===== src/rtl/keypad_event_fifo_if.sv =====
// Register-bus interface between the CPU memory-stage decode and the keypad
// event queue. The CPU side (master) drives the select and strobes; the queue
// (slave) returns registered read data and a level interrupt.
//
// Strobe semantics: Rd and Wr are single-cycle pulses qualified by RegSel.
// Every cycle a strobe is high counts as one access, with no ready or
// back-pressure. RData is registered: it is valid the cycle after Rd and
// holds until the next Rd. Intr is a level that stays high while the queue is
// non-empty and interrupts are enabled.
interface keypad_event_fifo_if;
  logic [1:0]  RegSel;
  logic        Rd;
  logic        Wr;
  logic [7:0]  WData;
  logic [31:0] RData;
  logic        Intr;

  modport master (output RegSel, Rd, Wr, WData, input RData, Intr);
  modport slave  (input RegSel, Rd, Wr, WData, output RData, Intr);
endinterface


===== src/rtl/keypad_event_fifo.sv =====
// Debounced keypad event queue. Each debounced change of the scanner output
// to a non-zero code becomes one queued event. Software drains the queue
// through DATA (0), STATUS (1) and CTRL (2) word registers.
module keypad_event_fifo #(
  parameter int DEPTH    = 8,
  parameter int DEBOUNCE = 16
) (
  input  logic                Clock,
  input  logic                Reset,
  input  logic [7:0]          KeypadData,
  keypad_event_fifo_if.slave  bus
);

  localparam int AW = $clog2(DEPTH);
  localparam int CW = AW + 1;
  localparam logic [7:0]    DB_MAX    = 8'(DEBOUNCE);
  // Commit on the edge where stab_cnt advances to DEBOUNCE-1.
  localparam logic [7:0]    DB_COMMIT = 8'(DEBOUNCE - 2);
  localparam logic [CW-1:0] FULL_CNT  = CW'(DEPTH);

  logic [7:0]    sample;
  logic [7:0]    stable;
  logic [7:0]    stab_cnt;
  logic          evt_q;

  logic [7:0]    mem [DEPTH];
  logic [AW-1:0] wr_ptr;
  logic [AW-1:0] rd_ptr;
  logic [CW-1:0] count;
  logic [CW-1:0] count_nxt;
  logic          ien;
  logic          ovf;
  logic [31:0]   rdata_q;
  logic          intr_q;

  logic          empty;
  logic          full;
  logic          rd_data;
  logic          wr_ctrl;
  logic          flush;
  logic          ovf_clr;
  logic          do_pop;
  logic          do_push;
  logic          ovf_set;
  logic [4:0]    count_ext;
  logic [31:0]   status_word;

  assign empty       = (count == '0);
  assign full        = (count == FULL_CNT);
  assign rd_data     = bus.Rd && (bus.RegSel == 2'd0);
  assign wr_ctrl     = bus.Wr && (bus.RegSel == 2'd2);
  assign flush       = wr_ctrl && bus.WData[2];
  assign ovf_clr     = wr_ctrl && bus.WData[1];
  assign do_pop      = rd_data && !empty;
  // A pop in the same cycle frees the slot for a push arriving at full.
  assign do_push     = evt_q && !flush && (!full || do_pop);
  assign ovf_set     = evt_q && !flush && full && !do_pop;
  assign count_ext   = 5'(count);
  assign status_word = {19'b0, count_ext, 4'b0, ien, ovf, full, empty};

  // Debounce: track the previous sample, count identical samples, and commit
  // the value to stable once it has been seen DEBOUNCE times in a row.
  always_ff @(posedge Clock) begin
    if (Reset) begin
      sample   <= 8'h00;
      stable   <= 8'h00;
      stab_cnt <= 8'h00;
      evt_q    <= 1'b0;
    end else begin
      sample <= KeypadData;
      evt_q  <= 1'b0;
      if (KeypadData != sample) begin
        stab_cnt <= 8'h00;
      end else begin
        if (stab_cnt != DB_MAX) stab_cnt <= stab_cnt + 8'd1;
        if (stab_cnt == DB_COMMIT) begin
          stable <= sample;
          evt_q  <= (sample != stable) && (sample != 8'h00);
        end
      end
    end
  end

  // Next occupancy: flush dominates, otherwise net of push and pop.
  always_comb begin
    count_nxt = count;
    if (flush)                count_nxt = '0;
    else if (do_push && !do_pop) count_nxt = count + CW'(1);
    else if (!do_push && do_pop) count_nxt = count - CW'(1);
  end

  // Queue pointers, occupancy and control bits.
  always_ff @(posedge Clock) begin
    if (Reset) begin
      wr_ptr <= '0;
      rd_ptr <= '0;
      count  <= '0;
      ien    <= 1'b0;
      ovf    <= 1'b0;
    end else begin
      count <= count_nxt;
      if (flush) begin
        wr_ptr <= '0;
        rd_ptr <= '0;
      end else begin
        if (do_push) wr_ptr <= wr_ptr + AW'(1);
        if (do_pop)  rd_ptr <= rd_ptr + AW'(1);
      end
      if (wr_ctrl) ien <= bus.WData[0];
      if (ovf_set)      ovf <= 1'b1;
      else if (ovf_clr) ovf <= 1'b0;
    end
  end

  // Event storage; contents are only meaningful between the pointers.
  always_ff @(posedge Clock) begin
    if (do_push) mem[wr_ptr] <= stable;
  end

  // Registered read data and interrupt level.
  always_ff @(posedge Clock) begin
    if (Reset) begin
      rdata_q <= 32'h0;
      intr_q  <= 1'b0;
    end else begin
      intr_q <= ien && !empty;
      if (bus.Rd) begin
        case (bus.RegSel)
          2'd0:    rdata_q <= empty ? 32'h0 : {23'b0, 1'b1, mem[rd_ptr]};
          2'd1:    rdata_q <= status_word;
          2'd2:    rdata_q <= {31'b0, ien};
          default: rdata_q <= 32'h0;
        endcase
      end
    end
  end

  assign bus.RData = rdata_q;
  assign bus.Intr  = intr_q;

endmodule


===== src/flat_wrapper.sv =====
// flat-port wrapper written by rule: the top's interface ports become plain ports
module keypad_event_fifo_flat 
#(
  parameter int DEPTH    = 8,
  parameter int DEBOUNCE = 16
)
  (Clock, Reset, KeypadData, bus_RegSel, bus_Rd, bus_Wr, bus_WData, bus_RData, bus_Intr);
  keypad_event_fifo_if bus_i ();
  input  logic Clock;
  input  logic Reset;
  input  logic [7:0] KeypadData;
  input wire logic [$bits(bus_i.RegSel)-1:0] bus_RegSel;
  input wire logic [$bits(bus_i.Rd)-1:0] bus_Rd;
  input wire logic [$bits(bus_i.Wr)-1:0] bus_Wr;
  input wire logic [$bits(bus_i.WData)-1:0] bus_WData;
  output wire logic [$bits(bus_i.RData)-1:0] bus_RData;
  output wire logic [$bits(bus_i.Intr)-1:0] bus_Intr;
  assign bus_i.RegSel = bus_RegSel;
  assign bus_i.Rd = bus_Rd;
  assign bus_i.Wr = bus_Wr;
  assign bus_i.WData = bus_WData;
  assign bus_RData = bus_i.RData;
  assign bus_Intr = bus_i.Intr;
  keypad_event_fifo #(.DEPTH(DEPTH), .DEBOUNCE(DEBOUNCE)) u_core (.Clock(Clock), .Reset(Reset), .KeypadData(KeypadData), .bus(bus_i));
endmodule

===== config.mk =====
export PLATFORM = sky130hd
export DESIGN_NAME = keypad_event_fifo_flat
export DESIGN_NICKNAME = d
export VERILOG_FILES = /design/src/rtl/keypad_event_fifo_if.sv /design/src/rtl/keypad_event_fifo.sv /design/src/flat_wrapper.sv
export SDC_FILE = /design/constraint.sdc
export NUM_CORES = 1
export LEC_CHECK = 0
export BUFFER_PORTS_ARGS = -buffer_cell sky130_fd_sc_hd__buf_2
export CELL_PAD_IN_SITES_DETAIL_PLACEMENT = 1
export CELL_PAD_IN_SITES_GLOBAL_PLACEMENT = 2
export CORE_ASPECT_RATIO = 1.4
export CORE_MARGIN = 3
export CORE_UTILIZATION = 42
export CTS_BUF_LIST = sky130_fd_sc_hd__clkbuf_8
export CTS_CLUSTER_DIAMETER = 50
export CTS_CLUSTER_SIZE = 14
export DETAILED_ROUTE_END_ITERATION = 7
export GPL_ROUTABILITY_DRIVEN = 0
export GPL_TIMING_DRIVEN = 0
export PLACE_DENSITY_LB_ADDON = 0.2
export SETUP_SLACK_MARGIN = 0.4
export SLEW_MARGIN = 20
export SYNTH_ARGS = -nofsm -noshare
export SYNTH_HDL_FRONTEND = slang
export SYNTH_SLANG_ARGS = --single-unit

===== constraint.sdc =====
create_clock -name Clock -period 4.35 [get_ports Clock]
set_clock_uncertainty 0.1 [all_clocks]
set_input_delay 0.2175 -clock Clock [delete_from_list [all_inputs] [get_ports Clock]]
set_output_delay 0.2175 -clock Clock [all_outputs]
set_load 0.1 [all_outputs]

Word-level counts from Yosys, hierarchy flattened
Memories as Yosys holds them, arrays and structs flattened. A register that Yosys moved wholly into a read port is not among the register bits.
Cells that the tools add are included.
{ "totals": {"inputBits": 22, "word_cells": 64, "register_bits": 70, "mem_count": 1, "ram_bits": 64} }
{ "mem_list": {"columns": ["name", "words", "word_bits", "rd", "rd_clocked_by_memory_dff", "write_ports", "line", "rtl"], "rows": [
  ["u_core.mem", 8, 8, 1, 1, 1, "keypad_event_fifo.sv:26", "logic [7:0] mem [DEPTH];"]
]} }
{ "op_classes": {"n_addsub": 5, "n_eq_ne": 7, "mux": 10, "n_bitwise": 2, "n_reduce_logical": 28} }
{ "ops": {"columns": ["op", "count"], "rows": [
  ["$pmux W32 S3", 1],
  ["$ne A8 B8 Y1", 2],
  ["$logic_and A1 B1 Y1", 13],
  ["$mux W9", 1],
  ["$add A8 B1 Y8 const B", 1],
  ["$eq A8 B4 Y1 const B", 1],
  ["$mux W4", 2],
  ["$ne A8 B5 Y1 const B", 1],
  ["$reduce_bool A8 Y1", 1],
  ["$add A3 B1 Y3 const B", 2],
  ["$mux W3", 2],
  ["$logic_not A1 Y1", 5],
  ["$add A4 B1 Y4 const B", 1],
  ["$eq A4 B4 Y1 const B", 1],
  ["$logic_not A4 Y1", 1],
  ["$mux W1", 4],
  ["$reduce_bool A2 Y1", 2],
  ["$reduce_or A2 Y1", 2],
  ["$sub A4 B1 Y4 const B", 1],
  ["$reduce_or A3 Y1", 1],
  ["$eq A2 B1 Y1 const B", 1],
  ["$eq A2 B2 Y1 const B", 1],
  ["$logic_not A2 Y1", 1],
  ["$not A1 Y1", 2],
  ["2 further kinds", 2]
]} }

Depth between registers and ports, before layout
Gate-level depths: netlist of run 1.
{ "depth": {"ltp_word": 10, "mapped_depth": 11} }

Least setup slack after synthesis of run 1
Ideal clock, no wire load.
{ "synth_timing": {"path_type": "register to register", "from": "register u_core.count[0]", "to": "register u_core.count[3]", "path_slack_ns": 1.142, "arrival_time_ns": 2.987, "stages_incl_launch_ff": 11, "setup_time_ns": 0.121, "n_path_buf": 0, "cell_sequence": "dfxtp_1 or4b_2 o211ai_1 inv_1 ha_1 inv_1 ha_1 a21o_1 a21oi_1 mux2i_1 mux2_2"} }
{ "synth_via": {"elab_chain_cells": 8, "elab_cells_between_ends": 16, "cone_classes": "add/sub: 2; eq/ne: 1; mux: 2; reduce/logical: 11"} }
{ "synth_rtl": {"columns": ["item", "line", "rtl"], "rows": [
  ["start: declaration", "keypad_event_fifo.sv:29", "logic [CW-1:0] count;"],
  ["start signal: assignment", "keypad_event_fifo.sv:101", "count <= count_nxt;"],
  ["$logic_not A4 Y1", "keypad_event_fifo.sv:48", "assign empty = (count == '0);"],
  ["$logic_not A1 Y1", "keypad_event_fifo.sv:54", "assign do_pop = rd_data && !empty;"],
  ["$logic_and A1 B1 Y1", "keypad_event_fifo.sv:54", null],
  ["$logic_or A1 B1 Y1 *", "keypad_event_fifo.sv:56", "assign do_push = evt_q && !flush && (!full || do_pop);"],
  ["$logic_and A1 B1 Y1 *", "keypad_event_fifo.sv:56", null],
  ["via u_core.do_push", "keypad_event_fifo.sv:43", "logic do_push;"],
  ["$logic_not A1 Y1", "keypad_event_fifo.sv:89", "else if (!do_push && do_pop) count_nxt = count - CW'(1);"],
  ["$logic_and A1 B1 Y1", "keypad_event_fifo.sv:89", null],
  ["$reduce_bool A2 Y1 (no line)", null, null]
]} }
Mark *: on every way through the listed nets, which the timed path passes. The rest lies on a longest branch. The select of a mux whose other input is x is not followed.
A chain may end at the register's enable or synchronous reset.

Worst setup path in the final report of run 1
Ends and elaborated chain as after synthesis.

==> metrics.txt, run 1 <==
Tmin final=~3.4 ns; maxcap violations=0; Clock Sinks=117; DR pass1 iterations=4; Switching Fraction=around a quarter; CTS Root Cell=clkbuf_8; startpoint types=register; via count=between 3000 and 4000; initial antenna violation count=0; Max rail drop VDD=0.000199 V; Layout area overhead=19.6%; Seq pwr share=~49%; die area=approximately 13000 sq um; Synth top area share=between 30% and 40%; CTS buffer count=17; TritonCTS clock tree=built; Antenna Violating Nets Remaining=0; Synth area leaders=edfxtp_1 (39%), dfxtp_1 (21%), mux4_2 (7.2%), mux2i_1 (3.8%), xnor2_1 (3.5%); drc violations=0; critical path class=reg -> reg; crit path max-delay cell type=or4b_2; # fillers=~1200; Die Y-Extent=roughly 130 um; final setup vio count=0; Post-synth ARST share=0%; Max Slew Vio Count=0; Leak=roughly 2 nW; Post-Synthesis Cell Area=4990 sq um; Sw Pwr=roughly 550 uW; final instance area=roughly 6000 sq um; pre-CTS WS=0.639 ns; EDFF count, synth=64; most common cell after layout, fill and taps aside=edfxtp_1; PortBufs=28; post-DP HPWL=between 7 and 8 mm; final setup margin=roughly 0.95 ns; Seq cells post-synth=roughly 120; Top FF cell, synth=edfxtp_1; gr usage total=between 15 and 20%; core footprint=11500 sq um; Iteration-0 DRC Markers=approximately 160; Total Wirelength=10.9 mm; total grt overflow=0; final worst-path cycle share=about four fifths; H-tree levels=4; worst min path class=in -> reg; Starting Density=43.5%; Synth Instances=380; Unique masters post-synth=46; logic gate share of total power=about 6.5%; post-layout net count=between 400 and 500; IO Count=55; hold depth=4; Clock Power Share=between 40% and 50%; placed inst area=between 5000 and 6000 sq um; Pint=approximately 1.8 mW; FF-to-FF path depth=10; Worst-Margin Slew=0.988 ns; largest net degree at the start of global routing=17; average wire per standard cell=~18 um; CTS max path bufs=2; sequential cell area fraction in the yosys report=59.8%; die span in x=roughly 100 um; crit path capture type=register; clock-pin slew on the worst setup and hold paths=~0.070 ns; Via density=~5.1; Crit Path Max Fanout=8; Worst-Skew Late Latency=approximately 0.43 ns; crit-path cells=or4b_2 > o211ai_1 > inv_1 > ha_1 > inv_1 > ha_1 > a21o_1 > a21oi_1 > mux2i_1 > mux2_2; share of cells above drive strength 1=23.6%; Yosys top cell by area=edfxtp_1; Fin Setup TNS=0 ns; Avg Inst Size Synth=13.1 sq um; commonest cells after routing, fill and taps aside=edfxtp_1 (64), dfxtp_1 (53), buf_2 (30); row cnt=between 40 and 50; unrepaired setup endpoints after global routing=no; Power Dens Cells=~400 nW/um^2; Slew HR=between 30% and 40%; status=finished clean; Req. time, crit path=around 4.6 ns; Yosys warning count=0; first-pass GRT wire length=17.5 mm; CP Data Arrival Time=around 3.6 ns; final hold vios=0; vias in the first global route=between 3000 and 4000; Worst path max stage delay=approximately 0.74 ns; diode count=0; power after layout=2.37 mW; Max Fclk=about 0.29 GHz
[worst max-delay path, delay by kind of cell (launching register included)]
| kind | cells | cell delay (ns) |
|---|---|---|
| simple gates | 1 | 0.74 |
| compound gates | 3 | 0.66 |
| flops | 1 | 0.42 |
| fa+ha+maj | 2 | 0.49 |
| mux | 2 | 0.58 |
| buf+inv | 2 | 0.30 |
[metal layers]
layer  up-vias  global-route usage [%]  wire [um]
li1       1504                       -          -
met1      1553                    19.6       4410
met2        57                    31.6       6020
met3        15                    3.77        329
met4         0                    8.08        171
met5         -                       0          0
[sequential cells by signal, summed over array words and instances, names as in the netlist, named ones only]
signal	flops
u_core.mem	64
u_core.bus.RData	12
u_core.sample	8
u_core.stab_cnt	8
u_core.stable	8
u_core.count	4
u_core.rd_ptr	3
u_core.wr_ptr	3
u_core.bus.Intr	1
u_core.evt_q	1
u_core.ien	1
u_core.ovf	1
[layout make-up]
class / count / area, sq um / share of cell area, %
sequential: 117 / 2980 / 50.0
inverter: 7 / 26.3 / 0.441
timing repair buffer: 43 / 278 / 4.66
clock inverter: 15 / 186 / 3.13
clock buffer: 17 / 234 / 3.92
buffer: 35 / 209 / 3.50
multi-input combinational: 240 / 1870 / 31.3
tap: 144 / 180 / 3.02
[per-stage QoR]
step / hold slack (ns) / util (%) / instances
final: 0.0670 / 52.1 / 618
after global routing: 0.0855 / 52.1 / 618
after CTS: 0.0451 / 51.9 / 616
after detailed placement: 0.342 / 47.4 / 574
after floorplan: 0.246 / - / 399
after global placement: 0.339 / 47.0 / 571
[Yosys cell counts (2+ instances only)]
cell type  count
inv_1          7
clkbuf_1      11
a31oi_1        3
o21ai_0        6
mux4_2        16
nor3_1        10
mux2_2         2
nand2_1       14
nand4_1        5
xnor2_1       20
nor4_1         5
a21oi_1        9
edfxtp_1      64
xor2_1         9
nor2b_1       12
o22ai_1        3
mux2i_1       19
buf_2          2
nand2b_1      22
or3_1          2
and3_1         2
nand3_1       11
nor2_1        24
dfxtp_1       53
buf_4         20
buf_1          2
ha_1           8
[power by group through the flow]
stage               Sequential (mW)  Clock (mW)  Combinational [mW]
finish                         1.16        1.05               0.155
CTS                            1.16        1.07               0.155
detailed placement             1.19           0               0.148
global placement               1.19           0               0.147
global route                   1.16        1.13               0.164
floorplan                      1.19           0               0.121
[cells by family (layout without fill, tap and decap cells)]
group | count (synthesis) | count (layout) | share of synthesized area, %
XOR/XNOR | 29 | 29 | 5.09
multiplexers | 37 | 37 | 11.5
other | 1 | 20 | 0.0752
flip-flops | 117 | 117 | 59.8
AO/OA/AOI/OAI | 27 | 27 | 3.24
buffers and inverters | 42 | 117 | 4.72
AND/OR/NAND/NOR | 118 | 118 | 13.2
adder cells (fa/ha/maj) | 9 | 9 | 2.41
[repair_timing]
action,4_1_cts,5_1_grt
buffers inserted,0,2
hold endpoints to repair,10,0
hold buffers,10,0
resized for setup,0,0
setup endpoints to repair,0,1
[final timing paths]
check / slack, ns / end / from
setup / recovery: 0.95 / u_core.count[3]$_SDFFE_PP0P_ / u_core.count[0]$_SDFFE_PP0P_
hold reg to reg: 0.35 / u_core.bus.RData[5]$_SDFFE_PP0P_ / u_core.bus.RData[5]$_SDFFE_PP0P_
hold / removal: 0.07 / u_core.bus.RData[0]$_SDFFE_PP0P_ / bus_RegSel[0]
setup reg to reg: 0.95 / u_core.count[3]$_SDFFE_PP0P_ / u_core.count[0]$_SDFFE_PP0P_
No activity file was read; power rests on OpenSTA's default activity.
==> inputs of run 2 (changes only) <==
- CORE_UTILIZATION: 42 -> 38
- clock period: 4.35 -> 3.1 ns (I/O delays scaled with it)
==> run 2 against run 1 <==
  * Final area rose by 1.3%
  * First-iteration DRC count fell by 33%
  * Critical path depth did not move
  * Clock-buffer cell count rose by 2
  * Worst setup slack got worse by 0.60 ns
  * Via count rose by 0.35%
  * Highest routed layer unchanged
  * Register-to-register slack got worse by 0.60 ns
==> metrics.txt, run 2 (synthesis gave the netlist of run 1 again) <==
status=finished clean (unchanged); critical path class=reg -> reg (unchanged); TritonCTS clock tree=built (unchanged); die span in x=103 um (was 98.1 um); hold path endpoint=u_core.bus.RData[0]$_SDFFE_PP0P_ (unchanged); Switching Fraction=23.6% (was 23.3%); post-DP HPWL=7.53 mm (was 7.65 mm); Max Fclk=0.363 GHz (was 0.294 GHz); hold path start=bus_RegSel[0] (unchanged); met1 GRT Util=18.3% (was 19.6%); clock-pin slew on the worst setup and hold paths=0.07 ns (about the same); Final Non-Filler Cells=632 (was 618); gr usage total=15.9% (was 17.5%); H-tree levels=4 (unchanged); dpl cells=581 (was 574); Die Y-Extent=142 um (was 135 um); Critical R2R Launch=u_core.count[0]$_SDFFE_PP0P_ (unchanged); via count=3140 (was 3129); IO Count=55 (unchanged); die area=14600 sq um (was 13200 sq um); row cnt=48 (was 46); logic gate share of total power=6.8% (was 6.5%); GRT Max-Usage Layer=met2 (unchanged); Total Wirelength=10.6 mm (was 10.9 mm); largest net degree at the start of global routing=17 (unchanged); CTS max path bufs=2 (unchanged); hold depth=4 (unchanged); Seq pwr share=51.5% (was 49.1%); worst r2r dst=u_core.count[3]$_SDFFE_PP0P_ (unchanged); Worst-Margin Slew=0.929 ns (was 0.988 ns); maxcap violations=0 (unchanged); FF-to-FF path depth=10 (unchanged); Max rail drop VDD=0.000315 V (was 0.000199 V); final worst-path cycle share=88.8% (was 78.2%); Sw Pwr=750 uW (was 553 uW); Slew HR=37.8% (was 33.9%); unrepaired setup endpoints after global routing=yes (was no); worst min path class=in -> reg (unchanged); met3 Use GR=3.74% (was 3.77%); first-pass GRT wire length=17.2 mm (was 17.5 mm); average wire per standard cell=16.7 um (was 17.7 um); CP Data Arrival Time=2.96 ns (was 3.62 ns); Crit Path Max Fanout=4 (was 8); Power Dens Cells=525 nW/um^2 (was 398 nW/um^2); Iteration-0 DRC Markers=109 (was 163); vias in the first global route=3362 (was 3386); crit path capture type=register (unchanged); power after layout=3.17 mW (was 2.37 mW); share of cells above drive strength 1=27.0% (was 23.6%); Antenna Violating Nets Remaining=0 (unchanged); Layout area overhead=21.1% (was 19.6%); Leak=2.00 nW (was 1.96 nW); initial antenna violation count=0 (unchanged); final core occ=47.9% (was 52.1%); startpoint types=register (unchanged); Tmin final=2.75 ns (was 3.40 ns); diode count=0 (unchanged); drc violations=0 (unchanged); Worst-Skew Late Latency=0.42 ns (was 0.43 ns); PortBufs=28 (unchanged); largest register by flop count=u_core.mem (unchanged); CTS buffer count=17 (unchanged); final hold vios=0 (unchanged); max reg flops=64 (unchanged); Critical Path Most Common Cell=ha_4; crit path max-delay cell type=or4b_4 (was or4b_2); DR pass1 iterations=4 (unchanged); Req. time, crit path=3.31 ns (was 4.57 ns); Clock Power Share=41.7% (was 44.3%); crit-path cells=or4b_4 > o211ai_1 > inv_2 > ha_4 > inv_4 > ha_4 > a21o_1 > a21oi_2 > mux2i_1 > mux2_2 (was or4b_2 > o211ai_1 > inv_1 > ha_1 > inv_1 > ha_1 > a21o_1 > a21oi_1 > mux2i_1 > mux2_2); final setup margin=0.348 ns (was 0.949 ns); Max Slew Vio Count=0 (unchanged); Starting Density=39.5% (was 43.5%); Worst R2R Setup Slack=0.35 ns (was 0.95 ns); CTS Root Cell=clkbuf_8 (unchanged); final instance area=6040 sq um (was 5960 sq um); Worst path max stage delay=0.54 ns (was 0.74 ns); total grt overflow=0 (unchanged); post-layout net count=500 (was 492); pre-CTS WS=-0.255 ns (was 0.639 ns); Clock Sinks=117 (unchanged); Fin Setup TNS=0 ns (unchanged); core footprint=12600 sq um (was 11500 sq um); Pint=2.42 mW (was 1.82 mW); Final Hold Slack=0.0292 ns (was 0.0670 ns); commonest cells after routing, fill and taps aside=edfxtp_1 (64), dfxtp_1 (49), buf_4 (33) (was edfxtp_1 (64), dfxtp_1 (53), buf_2 (30)); Via density=4.97 (was 5.06); final setup vio count=0 (unchanged); M2 GR Usage=28.3% (was 31.6%); placed inst area=5460 sq um (was 5430 sq um); most common cell after layout, fill and taps aside=edfxtp_1 (unchanged)
[run 2: cell type report]
| class | instances | area, sq um |
|---|---|---|
| plain buffers | 35 | 209 |
| clock buffers | 19 | 262 |
| clock inverters | 13 | 119 |
| fillers | 1334 | 6570 |
| inverters | 7 | 28.8 |
| multi-input cells | 240 | 1900 |
| flip-flops and latches | 117 | 2990 |
| well taps | 150 | 188 |
| repair buffers | 51 | 338 |
[run 2: worst max-delay path, delay by kind of cell (launching register included)]
family / cells / cell delay (ns)
AOI/OAI and AO/OA: 3 / 0.58
and+or+nand+nor: 1 / 0.54
muxes: 2 / 0.54
DFF: 1 / 0.36
adders and majority gates: 2 / 0.36
buffers and inverters: 2 / 0.16
[run 2: routing by layer]
layer  vias to the layer above  share of wire, %
met4                         0               1.8
met5                         -                 0
met1                      1545                41
met3                        18               3.3
li1                       1517                 -
met2                        60                54
[run 2: worst max path at each step]
stage	start	to	cells after the start
floorplan	u_core.count[1]$_SDFFE_PP0P_	u_core.count[3]$_SDFFE_PP0P_	10
global placement	bus_Rd	u_core.mem[0][5]$_DFFE_PP_	4
detailed placement	u_core.count[3]$_SDFFE_PP0P_	u_core.count[3]$_SDFFE_PP0P_	10
CTS	u_core.count[1]$_SDFFE_PP0P_	u_core.count[3]$_SDFFE_PP0P_	10
global route	u_core.count[0]$_SDFFE_PP0P_	u_core.count[3]$_SDFFE_PP0P_	10
finish	u_core.count[0]$_SDFFE_PP0P_	u_core.count[3]$_SDFFE_PP0P_	10
[run 2: power by group through the flow]
stage	Combinational (mW)	Sequential [mW]	Clock, mW
4_1_cts	0.217	1.63	1.36
6_report	0.217	1.63	1.32
3_5_place_dp	0.208	1.67	0
5_1_grt	0.230	1.63	1.43
3_3_place_gp	0.206	1.67	0
2_1_floorplan	0.170	1.67	0
[run 2: what timing repair did]
item / CTS / global route
hold buffers: 10 / 0
buffers inserted: 7 / 2
setup endpoints to repair: 4 / 1
pin swaps: 1 / 5
gates resized for setup: 5 / 3
endpoints found under the hold margin: 10 / 0
==> inputs of run 3 (changes only) <==
- CORE_UTILIZATION: 38 -> 42
- clock period: 3.1 -> 2.78 ns (I/O delays scaled with it)
==> run 3 against run 2 <==
  * Combinational power grew 13%
  * Total power increased by 14%
  * Utilization increased by 6.9 points
  * Cell count up 1.3%
  * Maximum frequency about the same
  * Clock-buffer cell count increased by 1
  * Via count increased by 4.0%
==> metrics.txt, run 3 (synthesis gave the netlist of run 1 again) <==
post-layout net count=515 (was 500); FF-to-FF path depth=10 (unchanged); combined flip-flop and latch cell area=2990 sq um (unchanged); die span in x=98.1 um (was 103 um); Pint=2.81 mW (was 2.42 mW); total grt overflow=0 (unchanged); clock-pin slew on the worst setup and hold paths=0.07 ns (about the same); largest net degree at the start of global routing=17 (unchanged); share of cells above drive strength 1=29.4% (was 27.0%); Buf/Inv on CP=2 (unchanged); Starting Density=43.5% (was 39.5%); Max Fclk=0.364 GHz (was 0.363 GHz); CP Depth=10 (unchanged); PortBufs=28 (unchanged); Max rail drop VDD=0.000303 V (was 0.000315 V); drc violations=0 (unchanged); GRT Max-Usage Layer=met2 (unchanged); Iteration-0 DRC Markers=114 (was 109); area of the multi-input gates=1980 sq um (was 1900 sq um); Antenna Violating Nets Remaining=0 (unchanged); gr usage total=18.2% (was 15.9%); dpl cells=576 (was 581); Final Non-Filler Cells=640 (was 632); Req. time, crit path=2.99 ns (was 3.31 ns); H-tree levels=4 (unchanged); startpoint types=register (unchanged); final worst-path cycle share=98.9% (was 88.8%); DR pass1 iterations=4 (unchanged); initial antenna violation count=0 (unchanged); Worst-Skew Late Latency=0.42 ns (about the same); Crit path max-delay family=multiplexers (was compound AO/OA/AOI/OAI gates); final hold vios=0 (unchanged); CP Data Arrival Time=2.96 ns (about the same); diode count=0 (unchanged); CTS max path bufs=2 (unchanged); critical path class=reg -> reg (unchanged); commonest cells after routing, fill and taps aside=edfxtp_1 (64), dfxtp_1 (49), buf_4 (41) (was edfxtp_1 (64), dfxtp_1 (49), buf_4 (33)); Final Hold Slack=0.0874 ns (was 0.0292 ns); first-pass GRT wire length=18.4 mm (was 17.2 mm); hold depth=4 (unchanged); Layout area overhead=25.7% (was 21.1%); Sw Pwr=816 uW (was 750 uW); Tmin final=2.75 ns (about the same); core footprint=11500 sq um (was 12600 sq um); Seq pwr share=50.2% (was 51.5%); maxcap violations=0 (unchanged); CTS Root Cell=clkbuf_8 (unchanged); Switching Fraction=22.5% (was 23.6%); status=finished clean (unchanged); M2 GR Usage=33.9% (was 28.3%); crit-path cells=or4b_4 > o211ai_1 > inv_2 > ha_4 > inv_4 > ha_4 > a21o_1 > a21oi_2 > mux2i_1 > mux2_2 (unchanged); crit path max-delay cell type=or4b_4 (unchanged); final core occ=54.8% (was 47.9%); final setup vio count=0 (unchanged); max reg flops=64 (unchanged); met3 Use GR=4.65% (was 3.74%); Fin Setup TNS=0 ns (unchanged); # fillers=1207 (was 1334); Leak=2.44 nW (was 2.00 nW); die area=13200 sq um (was 14600 sq um); vias in the first global route=3466 (was 3362); crit path capture type=register (unchanged); TritonCTS clock tree=built (unchanged); met1 GRT Util=19.8% (was 18.3%); via count=3267 (was 3140); Clock Sinks=117 (unchanged); CTS buffer count=17 (unchanged); Total Wirelength=11.4 mm (was 10.6 mm); worst min path class=in -> reg (unchanged); Clock Power Share=43.0% (was 41.7%); Worst-Margin Slew=0.740 ns (was 0.929 ns); Slew HR=50.7% (was 37.8%); unrepaired setup endpoints after global routing=yes (unchanged); IO Count=55 (unchanged); Worst path max stage delay=0.53 ns (was 0.54 ns); most common cell after layout, fill and taps aside=edfxtp_1 (unchanged); Die Y-Extent=135 um (was 142 um); Via density=5.10 (was 4.97); row cnt=46 (was 48); post-DP HPWL=7.76 mm (was 7.53 mm); Power Dens Cells=578 nW/um^2 (was 525 nW/um^2); Max Slew Vio Count=0 (unchanged); average wire per standard cell=17.8 um (was 16.7 um); Crit Path Max Fanout=3 (was 4); Critical Path Most Common Cell=ha_4 (unchanged); largest register by flop count=u_core.mem (unchanged); logic gate share of total power=6.8% (about the same)
==> run 3: final cells by class <==
class,count,area share (%)
flip-flops and latches,117,47.7
multi-input cells,240,31.5
repair buffers,66,7.70
clock buffers,20,4.39
plain buffers,35,3.33
well taps,144,2.87
clock inverters,11,1.98
inverters,7,0.459
==> run 3: per-stage QoR <==
step / setup slack, ns / total power, mW / instance area (sq um)
2_1_floorplan: -0.0941 / 2.06 / 5070
3_3_place_gp: -0.697 / 2.09 / 5390
3_5_place_dp: -0.610 / 2.09 / 5460
4_1_cts: 0.00753 / 3.66 / 6130
5_1_grt: -0.0786 / 3.76 / 6270
6_report: 0.0305 / 3.63 / 6270
==> run 3: power groups by stage <==
| stage | Clock [mW] | Combinational, mW | Sequential, mW |
|---|---|---|---|
| after floorplan | 0 | 0.190 | 1.87 |
| after global placement | 0 | 0.230 | 1.86 |
| after detailed placement | 0 | 0.231 | 1.86 |
| after CTS | 1.60 | 0.243 | 1.82 |
| after global routing | 1.68 | 0.260 | 1.82 |
| final | 1.56 | 0.245 | 1.82 |
==> run 3: routing by layer <==
metal,part of all wire [%],up-vias
met2,56,57
li1,-,1547
met5,0,-
met4,1.5,0
met1,39,1644
met3,2.9,19
==> run 3: worst register-to-register path: cells and delay by family, from the launching register on <==
kind	cells	cell delay, ns
and+or+nand+nor	1	0.53
adders and majority gates	2	0.36
buffers and inverters	2	0.16
DFF	1	0.35
muxes	2	0.58
AOI/OAI and AO/OA	3	0.56
==> run 3: what timing repair did <==
action                                  CTS  global route
endpoints found under the hold margin    11             0
endpoints found under the setup margin   36            35
gates cloned                              0             0
hold buffers                             12             0
pin swaps                                 2             8
buffers inserted                         12             9
resized for setup                        18             9
==> run 3: path summary, 6_finish.rpt <==
| check | startpoint | to | slack [ns] |
|---|---|---|---|
| max reg2reg | u_core.count[1]$_SDFFE_PP0P_ | u_core.count[3]$_SDFFE_PP0P_ | 0.03 |
| max | u_core.count[1]$_SDFFE_PP0P_ | u_core.count[3]$_SDFFE_PP0P_ | 0.03 |
| min | bus_RegSel[0] | u_core.bus.RData[8]$_SDFFE_PP0P_ | 0.09 |
| min reg2reg | u_core.bus.RData[5]$_SDFFE_PP0P_ | u_core.bus.RData[5]$_SDFFE_PP0P_ | 0.37 |
